File: src/rtl/loa_corruption_monitor.sv
// Measures output corruption of a key-locked lower-part-OR adder over a window of vectors.
// Recomputes the golden result, then pipelines XOR -> popcount -> statistics accumulation.
module loa_corruption_monitor #(
    parameter int WIDTH  = 16,
    parameter int LOWER  = 8,
    parameter int WINDOW = 5001,
    parameter int CNT_W  = 16,
    parameter int HD_W   = 24
) (
    input  logic                          clk_i,
    input  logic                          rst_i,
    input  logic                          start_i,
    input  logic                          valid_i,
    output logic                          ready_o,
    input  logic [WIDTH-1:0]              add1_i,
    input  logic [WIDTH-1:0]              add2_i,
    input  logic [WIDTH:0]                locked_result_i,
    output logic                          busy_o,
    output logic                          done_o,
    output logic [CNT_W-1:0]              err_vec_cnt_o,
    output logic [HD_W-1:0]               hd_sum_o,
    output logic [$clog2(WIDTH+2)-1:0]    max_hd_o
);

    localparam int PC_W  = $clog2(WIDTH + 2);
    localparam int ACC_W = $clog2(WINDOW + 1);
    localparam int UP_W  = WIDTH - LOWER;
    localparam int HDX_W = HD_W + 1;

    typedef enum logic [1:0] {
        S_IDLE,
        S_RUN,
        S_DRAIN,
        S_DONE
    } state_t;

    state_t             r_state;
    logic               r_ready;
    logic               r_busy;
    logic               r_done;
    logic [ACC_W-1:0]   r_acc_cnt;

    logic [WIDTH:0]     r_x;
    logic               r_v1;
    logic [PC_W-1:0]    r_pc;
    logic               r_v2;

    logic [CNT_W-1:0]   r_err;
    logic [HD_W-1:0]    r_hd;
    logic [PC_W-1:0]    r_max;

    logic               w_accept;
    logic               w_start;
    logic               w_last;
    logic [LOWER-1:0]   w_g_lo;
    logic               w_c;
    logic [UP_W:0]      w_g_hi;
    logic [WIDTH:0]     w_golden;
    logic [PC_W-1:0]    w_pc;
    logic [HDX_W-1:0]   w_hd_sum;
    logic [HD_W-1:0]    w_hd_next;
    logic [CNT_W-1:0]   w_err_next;

    assign w_accept = valid_i && r_ready;
    assign w_start  = start_i && ((r_state == S_IDLE) || (r_state == S_DONE));
    assign w_last   = (r_acc_cnt == ACC_W'(WINDOW - 1));

    // Golden LOA: OR in the low part, carry-in to the upper adder from the top low bits' AND
    assign w_g_lo   = add1_i[LOWER-1:0] | add2_i[LOWER-1:0];
    assign w_c      = add1_i[LOWER-1] & add2_i[LOWER-1];
    assign w_g_hi   = {1'b0, add1_i[WIDTH-1:LOWER]} + {1'b0, add2_i[WIDTH-1:LOWER]}
                    + (UP_W+1)'(w_c);
    assign w_golden = {w_g_hi, w_g_lo};

    always_comb begin
        w_pc = '0;
        for (int i = 0; i <= WIDTH; i++) begin
            w_pc = w_pc + PC_W'(r_x[i]);
        end
    end

    assign w_hd_sum   = {1'b0, r_hd} + HDX_W'(r_pc);
    assign w_hd_next  = w_hd_sum[HD_W] ? '1 : w_hd_sum[HD_W-1:0];
    assign w_err_next = ((r_pc != '0) && (r_err != '1)) ? r_err + CNT_W'(1) : r_err;

    always_ff @(posedge clk_i or posedge rst_i) begin
        if (rst_i) begin
            r_state   <= S_IDLE;
            r_ready   <= 1'b0;
            r_busy    <= 1'b0;
            r_done    <= 1'b0;
            r_acc_cnt <= '0;
        end else begin
            r_done <= 1'b0;
            case (r_state)
                S_IDLE, S_DONE: begin
                    if (w_start) begin
                        r_state   <= S_RUN;
                        r_ready   <= 1'b1;
                        r_busy    <= 1'b1;
                        r_acc_cnt <= '0;
                    end
                end
                S_RUN: begin
                    if (w_accept) begin
                        r_acc_cnt <= r_acc_cnt + ACC_W'(1);
                        if (w_last) begin
                            r_state <= S_DRAIN;
                            r_ready <= 1'b0;
                        end
                    end
                end
                S_DRAIN: begin
                    // Both stage valids low means the final accumulate landed on the previous edge
                    if (!r_v1 && !r_v2) begin
                        r_state <= S_DONE;
                        r_busy  <= 1'b0;
                        r_done  <= 1'b1;
                    end
                end
                default: begin
                    r_state <= S_IDLE;
                    r_ready <= 1'b0;
                    r_busy  <= 1'b0;
                end
            endcase
        end
    end

    always_ff @(posedge clk_i or posedge rst_i) begin
        if (rst_i) begin
            r_x  <= '0;
            r_v1 <= 1'b0;
            r_pc <= '0;
            r_v2 <= 1'b0;
        end else begin
            r_v1 <= w_accept;
            r_x  <= w_golden ^ locked_result_i;
            r_v2 <= r_v1;
            r_pc <= w_pc;
        end
    end

    always_ff @(posedge clk_i or posedge rst_i) begin
        if (rst_i) begin
            r_err <= '0;
            r_hd  <= '0;
            r_max <= '0;
        end else if (w_start) begin
            r_err <= '0;
            r_hd  <= '0;
            r_max <= '0;
        end else if (r_v2) begin
            r_err <= w_err_next;
            r_hd  <= w_hd_next;
            if (r_pc > r_max) begin
                r_max <= r_pc;
            end
        end
    end

    assign ready_o       = r_ready;
    assign busy_o        = r_busy;
    assign done_o        = r_done;
    assign err_vec_cnt_o = r_err;
    assign hd_sum_o      = r_hd;
    assign max_hd_o      = r_max;

endmodule

File: config.mk
export PLATFORM = sky130hd
export DESIGN_NAME = loa_corruption_monitor
export DESIGN_NICKNAME = d
export VERILOG_FILES = /design/src/rtl/loa_corruption_monitor.sv
export SDC_FILE = /design/constraint.sdc
export NUM_CORES = 1
export LEC_CHECK = 0
export CAP_MARGIN = 15
export CORE_UTILIZATION = 45
export CTS_CLUSTER_SIZE = 10
export DETAILED_ROUTE_END_ITERATION = 10
export PLACE_DENSITY = 0.71
export SYNTH_ARGS = -nofsm -noshare
export SYNTH_HDL_FRONTEND = slang
export SYNTH_SLANG_ARGS = --single-unit
File: constraint.sdc
create_clock -name clk_i -period 5.7 [get_ports clk_i]
set_clock_uncertainty 0.05 [all_clocks]
set_input_delay 0.57 -clock clk_i [delete_from_list [all_inputs] [get_ports clk_i]]
set_output_delay 0.57 -clock clk_i [all_outputs]
set_load 0.1 [all_outputs]
==> reports/results.ini <==
[status]
outcome=finished, final reports clean

[cts]
clk_pin_slew_worst_paths_ns=0.06
clk_root_buffer_cell=sky130_fd_sc_hd__clkbuf_16
cts-buffers-inserted=9
cts_resized=0
cts_tree=done
clock_path_buffers=2
post-cts-setup-buffers=0
htree_levels=3
clock_latency_ns=0.34
cts_hold_buf=0
cts_sinks=87

[sta]
worst-slew-pin-transition_ns=1.02
finalSetupViolCount=0
number_of_hold_violations_in_the_final_report=0
finalCriticalPeriod_ns=3.55
final.setup.tns_ns=0
max_slew_margin_vs_limit=0.318
final_min_period_over_clock_period=0.623
clock.fmax_mhz=282
slew_violations=0
hold_ws_ns=0.384
setup_repair_after_global_routing_missed_its_margin=no

[logic_synthesis]
synth.cell_area_sq_mm=0.00519
synth_enable_flop_cells=0
syn_area_cell_sq_um=9.71
most_instantiated_flip_flop_cell_in_the_synthesis_netlist=sky130_fd_sc_hd__dfrtp_1
synth_seq_area_share=0.419
netlist_top_cells_count=sky130_fd_sc_hd__dfrtp_1, sky130_fd_sc_hd__inv_1, sky130_fd_sc_hd__nor2_1
synth_cells=535
syn-num-nets=629
ys_ff_latch=87
synthArstFlopShare=1.00
yosysTopAreaCellShare=0.419
yosys-top-cells-area=sky130_fd_sc_hd__dfrtp_1, sky130_fd_sc_hd__ha_1, sky130_fd_sc_hd__xnor2_1
synth.yosys.warnings=0
yosys.cell_count.top_type=sky130_fd_sc_hd__dfrtp_1
synth_cell_type_count=65
post-synth-top-area-cell=sky130_fd_sc_hd__dfrtp_1

[cells_and_area]
final_cell_count_no_fill=778
drive_above_1_share=0.0502
diodes=0
post-route-cell-area_sq_mm=0.00661
synthToLayoutAreaGrowth_pct=27.3
num-nets-final=730

[floorplan]
dieArea_sq_mm=0.0120
initial_core_util=0.471
chipHeight_um=109
core_sq_mm=0.0110
die_x_um=109
rows=38
io-pin-count=101

[placed_design]
port_buffers=100
place.detailed.instances=765
dpl-instance-area_sq_mm=0.00634
place_hpwl_um=8090
gp_congestion=0.816

[power]
share_seq_of_total_power=0.284
p_sw_frac=0.438
combinationalPowerShare=0.530
power.static_leakage_uw=0.00292
p_clk_frac=0.186
post-layout-total-power_uw=2940
p_per_area_mw_per_mm2=444
total_switching_power_uw=1290
cellInternalPower_uw=1650
worst_ir_drop_on_vdd_v=0.000325

[detailed_routing]
via_count=4214
route.detailed.drc=0
avgViaCountPerCell=5.42
drt_pass1_iterations=4
post_drt_wl_per_cell_um=13.9
ant_nets=0
dr.first_iter.drc_count=234
drt-total-wl_um=10800

[setup_path]
ff2ff_path_depth=9
worst-endpoint-arrival_ns=3.78
reg2reg_setup_slack_ns=2.15
crit_path_start=r_x[0]
crit_path_max_fanout=2
critical_path.endpoint=r_pc[4]
critical_path.reg2reg.endpoint=r_pc[4]
worstReg2RegStart=r_x[0]
crit_type=register to register
timing.critical_path.required_ns=5.92
timing.critical_path.from_type=register
timing.critical_path.to_type=register

[grt]
first_global_vias=4160
global_route_wire_length_before_repair_um=18700
grt_util_all_layers=0.199
antenna_found_initial=0
maximum_number_of_pins_on_one_net_before_global_route_repair=50
globalRouteOverflowTotal=0

[job]
timing.max_cap.violations=0

[min_path]
worst_hold_path_type=register to register

[per-layer routing]
layer  GRT usage  vias up  wire (um)
met5           0        -          0
met4      0.0657        0        140
met3      0.0397       11        512
met2       0.346      107       5410
met1       0.247     2030       4790
li1            -     2066          -
[sequential cells by signal, indices dropped and copies added (netlist names)]
signal,flops
done_o,1
r_v2,1
ready_o,1
max_hd_o,5
hd_sum_o,24
r_v1,1
r_pc,5
r_state,2
r_x,17
err_vec_cnt_o,16
busy_o,1
r_acc_cnt,13
[cell usage in the layout (no fill, tap or decap), types with 14 or more instances in the layout]
cell                              count
sky130_fd_sc_hd__a21oi_1             20
sky130_fd_sc_hd__a31oi_1             14
sky130_fd_sc_hd__clkdlybuf4s50_1    100
sky130_fd_sc_hd__dfrtp_1             87
sky130_fd_sc_hd__fa_1                14
sky130_fd_sc_hd__ha_1                27
sky130_fd_sc_hd__inv_1               56
sky130_fd_sc_hd__nand2_1             31
sky130_fd_sc_hd__nor2_1              55
sky130_fd_sc_hd__nor3_1              19
sky130_fd_sc_hd__o21ai_0             24
sky130_fd_sc_hd__xnor2_1             37
[area by class of cell]
| class | count | area [sq um] |
|---|---|---|
| sequential | 87 | 2180 |
| inverter | 57 | 215 |
| multi-input combinational | 377 | 2750 |
| tap | 140 | 175 |
| fill | 957 | 4420 |
| clock inverter | 2 | 35.0 |
| timing repair buffer | 104 | 1030 |
| clock buffer | 11 | 233 |
[through the flow]
stage,setup slack (ns),util
4_1_cts,2.12,0.599
3_3_place_gp,2.21,0.575
6_report,2.15,0.599
2_1_floorplan,2.29,-
5_1_grt,2.01,0.599
3_5_place_dp,2.14,0.575
[cell families (layout without fill, tap and decap cells)]
kind of cell    count (synthesis)  count (layout)  share of synthesized area
xor+xnor                       45              45                     0.0759
fa+ha+maj                      41              41                      0.119
simple gates                  173             173                      0.172
flops                          87              87                      0.419
compound gates                107             107                      0.140
buf+inv                        71             174                     0.0523
mux                            11              11                     0.0212
[how the worst min path moves through the flow]
stage / startpoint / end / cells after the start
2_1_floorplan: r_v1 / r_v2 / 0
3_3_place_gp: r_v1 / r_v2 / 0
3_5_place_dp: r_v1 / r_v2 / 0
4_1_cts: r_v1 / r_v2 / 0
5_1_grt: r_v1 / r_v2 / 0
6_report: r_v1 / r_v2 / 0
[power groups by stage]
stage | logic [uW] | registers (uW) | clock network, uW
3_3_place_gp | 1500 | 842 | 0
6_report | 1560 | 835 | 547
4_1_cts | 1570 | 834 | 563
5_1_grt | 1740 | 850 | 591
2_1_floorplan | 919 | 1130 | 0
3_5_place_dp | 1560 | 845 | 0
[critical path: stages, from the launching register on]
cell,delay (ns)
sky130_fd_sc_hd__dfrtp_1,0.31
sky130_fd_sc_hd__inv_1,0.05
sky130_fd_sc_hd__fa_1,0.58
sky130_fd_sc_hd__fa_1,0.45
sky130_fd_sc_hd__fa_1,0.53
sky130_fd_sc_hd__fa_1,0.43
sky130_fd_sc_hd__fa_1,0.41
sky130_fd_sc_hd__fa_1,0.42
sky130_fd_sc_hd__nor2b_1,0.13
sky130_fd_sc_hd__o21a_1,0.12
(Power assumes the default switching activity.)
